### config.mk
export PLATFORM = sky130hd
export DESIGN_NAME = alu_frame_packer
export DESIGN_NICKNAME = d
export VERILOG_FILES = /design/src/rtl/alu_pkg.sv /design/src/rtl/alu_frame_fifo.sv /design/src/rtl/alu_frame_packer.sv
export SDC_FILE = /design/constraint.sdc
export NUM_CORES = 1
export LEC_CHECK = 0
export CORE_MARGIN = 2
export CORE_UTILIZATION = 52
export DETAILED_ROUTE_END_ITERATION = 10
export GPL_ROUTABILITY_DRIVEN = 0
export PLACE_DENSITY_LB_ADDON = 0.08
export REMOVE_ABC_BUFFERS = 1
export SKIP_CTS_REPAIR_TIMING = 1
export SYNTH_ARGS = -nofsm -noshare
export SYNTH_HDL_FRONTEND = slang
export SYNTH_SLANG_ARGS = --single-unit
### constraint.sdc
create_clock -name clk -period 5 [get_ports clk]
set_clock_uncertainty 0.05 [all_clocks]
set_input_delay 0.75 -clock clk [delete_from_list [all_inputs] [get_ports clk]]
set_output_delay 0.75 -clock clk [all_outputs]
set_load 0.01 [all_outputs]
### src/rtl/alu_pkg.sv
// Shared types and defaults for the ALU frame packer.
// Holds the framer state enum, default parameter values and the checksum fold step.
package alu_pkg;

  localparam int DEF_DATA_W     = 32;
  localparam int DEF_LEN_W      = 5;
  localparam int DEF_FIFO_DEPTH = 8;

  typedef enum logic [1:0] {
    IDLE,
    ACTIVE,
    CSUM
  } frame_state_e;

  // One step of the running frame checksum: XOR of every data word sent in the frame.
  function automatic logic [DEF_DATA_W-1:0] csum_step(input logic [DEF_DATA_W-1:0] acc,
                                                      input logic [DEF_DATA_W-1:0] word);
    return acc ^ word;
  endfunction

endpackage

### src/rtl/alu_frame_fifo.sv
// Synchronous show-ahead FIFO for the frame packer.
// The head word is visible on rdata whenever empty is low; a word written on one edge is
// readable from the following cycle. Pointers carry an extra wrap bit so full and empty
// are distinguished without a separate occupancy counter.
module alu_frame_fifo #(
  parameter int DATA_W = 32,
  parameter int DEPTH  = 8
) (
  input  logic              clk,
  input  logic              rst,
  input  logic              push,
  input  logic [DATA_W-1:0] wdata,
  input  logic              pop,
  output logic [DATA_W-1:0] rdata,
  output logic              full,
  output logic              empty
);

  localparam int AW = $clog2(DEPTH);

  logic [DATA_W-1:0] mem [DEPTH];
  logic [AW:0]       wr_ptr;
  logic [AW:0]       rd_ptr;

  // Storage write.
  // NOTE: the data array is deliberately left out of reset; the pointers alone define
  // which entries are valid, and a reset on the array would block RAM inference.
  always_ff @(posedge clk) begin
    if (push) begin
      mem[wr_ptr[AW-1:0]] <= wdata;
    end
  end

  // Pointer update; the caller only asserts push/pop when they are legal.
  // NOTE: sequential state uses non-blocking assignments so every register samples the
  // pre-edge values regardless of statement order.
  always_ff @(posedge clk) begin
    if (rst) begin
      wr_ptr <= '0;
      rd_ptr <= '0;
    end else begin
      if (push) wr_ptr <= wr_ptr + (AW+1)'(1);
      if (pop)  rd_ptr <= rd_ptr + (AW+1)'(1);
    end
  end

  assign rdata = mem[rd_ptr[AW-1:0]];
  assign empty = (wr_ptr == rd_ptr);
  assign full  = (wr_ptr[AW] != rd_ptr[AW]) && (wr_ptr[AW-1:0] == rd_ptr[AW-1:0]);

endmodule

### src/rtl/alu_frame_packer.sv
// ALU result framer: buffers alu_result words and emits length-delimited frames on a
// valid/ready stream, with backpressure, overflow and length-error reporting.
// Build option: define ALU_FRAME_CSUM_EN to append an XOR checksum word to every frame;
// frame_last then marks the checksum word instead of the last data word.
module alu_frame_packer
  import alu_pkg::*;
#(
  parameter int DATA_W     = DEF_DATA_W,
  parameter int LEN_W      = DEF_LEN_W,
  parameter int FIFO_DEPTH = DEF_FIFO_DEPTH
) (
  input  logic              clk,
  input  logic              rst,
  input  logic              alu_ready,
  input  logic [DATA_W-1:0] alu_result,
  input  logic              frame_len_val,
  input  logic [LEN_W-1:0]  frame_len,
  input  logic              frame_rdy,
  output logic              frame_valid,
  output logic [DATA_W-1:0] frame_data,
  output logic              frame_last,
  output logic              frame,
  output logic              frame_bp,
  output logic              ovf,
  output logic              len_err
);

  frame_state_e      state_q, state_d;
  logic [LEN_W-1:0]  len_q;
  logic [LEN_W-1:0]  cnt_q;
  logic              fifo_push, fifo_pop, fifo_full, fifo_empty;
  logic [DATA_W-1:0] fifo_head;
  logic              last_word;
  logic              len_accept;

  // A pop only happens on a data transfer; a full FIFO still accepts a push in that cycle.
  assign fifo_pop   = (state_q == ACTIVE) && frame_valid && frame_rdy;
  assign fifo_push  = alu_ready && (!fifo_full || fifo_pop);
  assign last_word  = (cnt_q == (len_q - LEN_W'(1)));
  assign len_accept = (state_q == IDLE) && frame_len_val && (frame_len != '0);
  assign frame_bp   = fifo_full;

  alu_frame_fifo #(
    .DATA_W (DATA_W),
    .DEPTH  (FIFO_DEPTH)
  ) u_fifo (
    .clk   (clk),
    .rst   (rst),
    .push  (fifo_push),
    .wdata (alu_result),
    .pop   (fifo_pop),
    .rdata (fifo_head),
    .full  (fifo_full),
    .empty (fifo_empty)
  );

`ifdef ALU_FRAME_CSUM_EN
  logic [DATA_W-1:0] csum_q, csum_upd;

  if (DATA_W == DEF_DATA_W) begin : g_csum_pkg
    assign csum_upd = csum_step(csum_q, fifo_head);
  end else begin : g_csum_raw
    assign csum_upd = csum_q ^ fifo_head;
  end

  // Running checksum: cleared when a frame is opened, folded on every data transfer.
  always_ff @(posedge clk) begin
    if (rst) begin
      csum_q <= '0;
    end else if (len_accept) begin
      csum_q <= '0;
    end else if (fifo_pop) begin
      csum_q <= csum_upd;
    end
  end
`endif

  // Next-state and stream outputs; the state register alone decides what is presented.
  // NOTE: every output of this block gets a default first so no path can infer a latch.
  always_comb begin
    state_d     = state_q;
    frame       = 1'b0;
    frame_valid = 1'b0;
    frame_data  = '0;
    frame_last  = 1'b0;
    case (state_q)
      IDLE: begin
        if (len_accept) state_d = ACTIVE;
      end
      ACTIVE: begin
        frame       = 1'b1;
        frame_valid = !fifo_empty;
        frame_data  = fifo_head;
        if (last_word && frame_valid) begin
`ifdef ALU_FRAME_CSUM_EN
          if (frame_rdy) state_d = CSUM;
`else
          frame_last = 1'b1;
          if (frame_rdy) state_d = IDLE;
`endif
        end
      end
`ifdef ALU_FRAME_CSUM_EN
      CSUM: begin
        frame       = 1'b1;
        frame_valid = 1'b1;
        frame_data  = csum_q;
        frame_last  = 1'b1;
        if (frame_rdy) state_d = IDLE;
      end
`endif
      default: state_d = IDLE;
    endcase
  end

  // State, frame length/count and error flags.
  always_ff @(posedge clk) begin
    if (rst) begin
      state_q <= IDLE;
      len_q   <= '0;
      cnt_q   <= '0;
      ovf     <= 1'b0;
      len_err <= 1'b0;
    end else begin
      state_q <= state_d;
      // A length strobe is only honoured in IDLE; zero length or an open frame rejects it.
      len_err <= frame_len_val && ((state_q != IDLE) || (frame_len == '0));
      if (alu_ready && fifo_full && !fifo_pop) ovf <= 1'b1;
      if (len_accept) begin
        len_q <= frame_len;
        cnt_q <= '0;
      end else if (fifo_pop) begin
        cnt_q <= cnt_q + LEN_W'(1);
      end
    end
  end

endmodule

[After elaboration in Yosys (flattened, before gate mapping)]
Memory sizes are Yosys's and may differ from the RTL's. A register that Yosys moved wholly into a read port is not among the register bits.
Cells that the tools add are included.
Storage, ports and cells
  bits in registers: 22
  latch bits: 0
  bits in writable memories: 256
  bits in read-only memories: 0
  input port bits: 42
  output and inout port bits: 38
  logic and storage cells: 54
  memories: 1
Cells by class
  add/sub/neg operators: 4
  $mul: 0
  div/mod/pow operators: 0
  order comparisons: 0
  eq/ne operators: 8
  shift-type cells: 0
  mux-type cells: 13
  bitwise operators: 0
  reduce and logical (&&, ||, !) cells: 21
Memory list
  u_fifo.mem: words 8, width 32, rd ports 1, clocked after memory_dff 1, write ports 1, RTL line alu_frame_fifo.sv:21  | logic [DATA_W-1:0] mem [DEPTH];
Operators with widths (count)
  $mux 32: 1
  $logic_and 1x1->1: 10
  $add 4x1->4 const B: 2
  $mux 1: 6
  $mux 2: 3
  $mux 3: 2
  $add 5x1->5 const B: 1
  $eq 5x5->1: 1
  $logic_not 5->1: 1
  $reduce_bool 5->1: 1
  $sub 5x1->5 const B: 1
  $eq 4x4->1: 1
  $ne 2x2->1 const B: 2
  $pmux 2 s2: 1
  $eq 3x3->1: 1
  $logic_not 1->1: 3
  $reduce_and 3->1: 1
  $eq 2x1->1 const B: 1
  $logic_not 2->1: 1
  $logic_or 1x1->1: 2
  $ne 2x1->1 const B: 1
  $reduce_bool 2->1: 1
  $reduce_or 2->1: 1
  $ne 1x1->1: 1

[Longest topological paths before layout]
Gate-level depths: netlist of run 1.
  word-level depth: 9
  depth in mapped cells: 6
  gate-level depth less buffers: 6

[Cells and area by module]
From an unflattened synthesis of run 1, not the netlist that was laid out.
Unflattened totals
  cell total of the unflattened synthesis: 529
  area, all modules: 11098.1 µm²
Modules (own cells, without submodules)
  alu_frame_fifo: instances 1, cells an instance 427, area an instance 10251.1 µm², sequential area each 7907.6 µm²
  alu_frame_packer: instances 1, cells an instance 102, area an instance 847.1 µm², sequential area each 260.2 µm²

[Least setup slack after synthesis of run 1]
Ideal clock, no wire load.
  path type: input port to flip-flop
  start point: in frame_rdy
  end point: mem u_fifo.mem[0][0] (enable)
  setup time: 501 ps
  arrival: 4137 ps
  required time: 4449 ps
  path slack: 312 ps
  stages: 3
  buffers on the path: 0
  cell sequence: and2_1 > o21ai_0 > nor4_1
On the way
  word-level cells in the longest chain between the ends: 5
RTL lines
  from (decl): RTL line alu_frame_packer.sv:18  | input logic frame_rdy,
  $logic_and 1x1->1: RTL line alu_frame_packer.sv:37  | assign fifo_pop = (state_q == ACTIVE) && frame_valid && frame_rdy;
  $logic_or 1x1->1: RTL line alu_frame_packer.sv:38  | assign fifo_push = alu_ready && (!fifo_full || fifo_pop);
  $logic_and 1x1->1: RTL line alu_frame_packer.sv:38
  $mux 1: RTL line alu_frame_fifo.sv:29  | if (push) begin
  $mux 1 (not written as such): RTL line alu_frame_fifo.sv:30  | mem[wr_ptr[AW-1:0]] <= wdata;
  to (decl): RTL line alu_frame_fifo.sv:21
No other way between the ends.

==> results of run 1 <==
where the power goes:
part / internal (mW) / switching (mW) / total (mW)
clock network: 1.21 / 0.830 / 2.04
registers: 2.62 / 0.0305 / 2.65
logic: 0.158 / 0.152 / 0.311
critical path: stages, from the launching register on:
cell and delay (ps):
dfxtp_4 800, buf_4 420, mux4_2 550, mux2i_1 170, nor2_1 60, clkdlybuf4s50_1 500
layout make-up:
class / count / area, µm²
timing repair buffer: 97 / 926
sequential: 280 / 8170
tap: 275 / 344
inverter: 12 / 46.3
antenna: 1 / 2.50
fill: 1475 / 7770
clock inverter: 13 / 90.1
multi-input combinational: 227 / 2640
clock buffer: 40 / 830
cell usage after synthesis, drive strengths merged (2+ instances only):
master	count
nand3	6
buf	16
xor2	6
inv	10
ha	4
clkbuf	11
mux2	2
nand2b	2
o21ai	2
dfxtp	24
nand2	6
nor4	2
mux2i	40
a21oi	6
nor3	5
xnor2	7
and3	3
edfxtp	256
mux4	64
nor2	48
or4	2
o211ai	2
a21o	5
nor2b	2
clkinv	2
sequential cells by signal, indices dropped and copies added, names as in the netlist, named ones only:
name,cells
u_fifo.mem,256
cnt_q,5
len_q,5
u_fifo.rd_ptr,4
u_fifo.wr_ptr,4
len_err,1
ovf,1
state_q,1
path summary, 6_finish.rpt:
check,startpoint,endpoint,slack [ps],cells past startpoint
max reg2reg,u_fifo.wr_ptr[1],u_fifo.mem[1][1],2090,5
min,ovf,ovf,430,2
min reg2reg,ovf,ovf,430,2
max,register,frame_data[4],1170,5
routing by layer:
metal | track usage, % | wire, µm | up-vias
li1 | - | - | 2406
met1 | 27.3 | 8850 | 2747
met2 | 32.6 | 10400 | 134
met3 | 3.00 | 1270 | 27
met4 | 4.10 | 259 | 0
met5 | 0 | 0 | -
per-stage QoR:
step / total power [mW] / worst slack (ps) / area (µm²) / hold WS [ps] / util [%]
global placement: 3.00 / 1600 / 12100 / 410 / 58.3
detailed placement: 3.01 / 1650 / 12100 / 419 / 58.3
finish: 4.99 / 1170 / 13100 / 431 / 62.7
floorplan: 2.86 / 312 / 10800 / 435 / -
CTS: 5.04 / 1080 / 13100 / 438 / 62.7
global route: 5.16 / 932 / 13100 / 484 / 62.7
kinds of logic (layout without fill, tap and decap cells):
logic type                 after synthesis  in the layout  share of synthesized area (%)
xor gates and xnor gates                14             14                           1.25
buffers and inverters                   39            162                           1.59
adders and majority gates                4              4                          0.458
muxes                                  106            106                           17.1
and+or+nand+nor                         80             80                           3.31
DFF                                    280            280                           74.7
other                                    0              1                              0
AOI/OAI and AO/OA                       23             23                           1.60
==> reports/metrics.cfg, run 1 <==
[floorplan]
ios=80
die_y_um=149
core.rowCount=53
coreArea_um2=20800
fp.dieArea_um2=22200
initial_core_util_pct=52.5
fp.dieW_um=149

[synth]
syn_avg_cell_area_um2=20.0
synth_top_area_share_pct=70.3
syn_area_um2=10900
synth-edff-count=256
yosysWarnings=0
ys_ff_latch=280
synth_flop_cell=edfxtp_1
syn_inst=546
async_flop_share_pct=0
synth_area_leaders=edfxtp_1 (70%), mux4_2 (13%), dfxtp_1 (4.4%), mux2i_1 (3.7%), nor2_1 (1.6%)
synthDistinctLibCells=44
yosys.area.top_type=edfxtp_1
synth-seq-area-share_pct=74.7

[setup_path]
cp-end-kind=output port
crit_type=register to output port
crit_path_start_kind=register
crit_path_max_fanout=33
cp.arrival_ps=3030
critPathRequiredTime_ps=4200

[timing]
setup_viol=0
slew_headroom_pct=33.9
finalHoldViolations=0
fin_crit_ps=3830
fin_crit_sh_pct=76.6
worst_pin_slew_ps=991
max_freq_mhz=261
rsz0062_at_grt=no
setup_tns_ps=0
slew_violations=0

[global_routing]
antenna_found_initial=1
grt_first_pass_wirelength_um=32300
track_usage_pct=19.3
grt_max_degree=36
grt_pass1_vias=5645
gr-total-overflow=0

[clock_network]
clkTransAtPathRegs_ps=60
cts_num_sinks=280
clkLatencyLatePin_ps=530
cts_made_buffers=29
cts_buffer_depth=3
root_buffer=clkbuf_16
cts_tree=yes
cts_max_level=1

[detailed_routing]
wl_per_cell_um=22.0
postRouteAntennaNets=0
dr.pass1.iters=5
drt_iter0_markers=313
post_drt_via_cell_ratio=5.62
drt_wl_total_um=20800
via_count=5314
drc_errors=0

[final_layout]
drive_above_1_share_pct=21.2
syn_to_final_growth_pct=19.4
final_common_cell=edfxtp_1
final_cells=945
nets=693
layout_common_cells=edfxtp_1 (256), clkdlybuf4s50_1 (79), mux4_2 (64)

[run]
maxCapViolations=0

[power_and_ir_drop]
ir_drop_mv=0.287
power_density_nw_per_um2=383
p_leak_nw=4.15

[run_status]
status=finished, final reports clean

[placed_design]
placedCellCount=891
numPortBuffers=79
hpwl_um=12300

[hold_path]
min_path_type=register to register

No activity file was read; power rests on OpenSTA's default activity.
==> run 2, diff against run 1 <==
CORE_UTILIZATION = 58   (was 52)
clock period = 3.6 ns   (was 5 ns; I/O delays follow)
==> reports/metrics.cfg, run 2 (synthesis results as in run 1) <==
[final_layout]
diodes=0  ; -1
layout_common_cells=edfxtp_1 (256), clkdlybuf4s50_1 (79), mux4_2 (64)
syn_to_final_growth_pct=19.8
nets=691  ; -0.29%
drive_above_1_share_pct=21.3  ; +0.064 points
fin_util_pct=70.5  ; +7.8 points
final_common_cell=edfxtp_1
largest_reg_flops=256  ; unchanged
stdcell_area_um2=13100  ; +0.38%

[setup_path]
r2r_cells=5  ; unchanged
cp-end-kind=output port
critPathRequiredTime_ps=3010  ; -1190 ps
crit_path_start_kind=register
cpPeakStageDelay_ps=650  ; -150 ps
worst_path_max_delay_cell=clkdlybuf4s50_1
crit_chain=xor2_1 -> o41ai_1 -> nor4_1 -> clkdlybuf4s50_1
crit_type=register to output port
cp_num_buf_inv=1  ; -1
cp_num_cells=4  ; -1
crit_path_max_fanout=8  ; -76%
critPathTopFamily=buffers and inverters
cp.arrival_ps=2690  ; -340 ps

[power_and_ir_drop]
p_leak_nw=4.17  ; +0.50%
ir_drop_mv=0.379  ; +32%
p_comb_share_pct=6.3  ; about the same
power_density_nw_per_um2=537  ; +40%
switching_share_pct=19.8  ; -0.45 points
seq_power_share_pct=52.1  ; -0.9 points
power_frac_clock_pct=41.6  ; +0.8 points
switching_power_mw=1.40  ; +38%
power.internal_mw=5.64  ; +42%

[run]
maxCapViolations=0  ; unchanged

[clock_network]
cts_max_level=1  ; unchanged
cts_buffer_depth=3  ; unchanged
root_buffer=clkbuf_16
cts_tree=yes
clkTransAtPathRegs_ps=60  ; about the same
clkLatencyLatePin_ps=540  ; about the same
cts_num_sinks=280  ; unchanged
cts_made_buffers=28  ; -3.4%

[floorplan]
ios=80  ; unchanged
initial_core_util_pct=58.9  ; +6.3 points
fp.dieArea_um2=20000  ; -10%
coreArea_um2=18600  ; -11%
fp.dieW_um=141  ; -5.2%
die_y_um=141  ; -5.2%
core.rowCount=50  ; -5.7%

[detailed_routing]
drt_iter0_markers=378  ; +21%
drc_errors=0  ; unchanged
via_count=5318  ; +0.075%
wl_per_cell_um=22.5  ; +2.3%
postRouteAntennaNets=0  ; unchanged
drt_wl_total_um=20300  ; -2.5%
post_drt_via_cell_ratio=5.90  ; +5.0%
dr.pass1.iters=5  ; unchanged

[timing]
finalHoldViolations=0  ; unchanged
fin_crit_sh_pct=91.2
worst_pin_slew_ps=736  ; -255 ps
hold-worst-slack_ps=443  ; +11.7 ps
fin_crit_ps=3280
rsz0062_at_grt=no
setup_viol=0  ; unchanged
slew_violations=0  ; unchanged
slew_headroom_pct=50.9  ; +17 points
max_freq_mhz=305

[global_routing]
grt_pass1_vias=5645  ; unchanged
grt_first_pass_wirelength_um=31700  ; -1.9%
gr-total-overflow=0  ; unchanged
track_usage_pct=21.1  ; +1.7 points
antenna_found_initial=1  ; unchanged
grt_max_degree=65  ; +81%

[run_status]
status=finished, final reports clean

[placed_design]
place_area_um2=12200  ; +0.13%
hpwl_um=11300  ; -8.1%
numPortBuffers=79  ; unchanged

[hold_path]
min_path_cells=2  ; unchanged
min_path_type=register to register

[run 2: worst paths after layout]
path                         start                to  slack [ps]
setup reg to reg  u_fifo.wr_ptr[2]  u_fifo.mem[3][9]         770
hold reg to reg                ovf               ovf         440
hold / removal                 ovf               ovf         440
setup / recovery  u_fifo.wr_ptr[2]        frame_last         320
[run 2: final cells by class]
type / count / area, µm²
clock buffer: 38 / 810
clock inverter: 14 / 146
fill: 1138 / 5470
inverter: 12 / 46.3
multi-input combinational: 227 / 2640
sequential: 280 / 8170
tap: 234 / 293
timing repair buffer: 96 / 993
[run 2: power groups by stage]
stage                     Sequential, mW  Combinational (mW)  Clock [mW]
final                               3.67               0.445        2.93
after global routing                3.67               0.486        3.10
after CTS                           3.67               0.453        2.99
after detailed placement            3.73               0.450           0
after global placement              3.73               0.442           0
after floorplan                     3.75               0.220           0
[run 2: through the flow]
step                setup WS [ps]  std cells  power (mW)  TNS [ps]
finish                        318        901        7.04         0
global placement              603        849        4.17         0
detailed placement            530        849        4.18         0
floorplan                   -1040        519        3.97    -74540
global route                  213        901        7.26         0
CTS                           316        901        7.11         0
[run 2: tightest hold or removal path, delay by kind of cell, from the launching register on]
kind	cells	cell delay, ps
AO/OA/AOI/OAI	1	50
AND/OR/NAND/NOR	1	80
flip-flops	1	330
[run 2: metal layers]
layer	global-route usage, %	vias up	share of wire (%)	wire, µm
li1	-	2401	-	-
met1	29.5	2751	42	8500
met2	35.7	136	51	10400
met3	3.34	28	5.0	1010
met4	5.11	2	1.5	314
met5	0	-	0.054	11
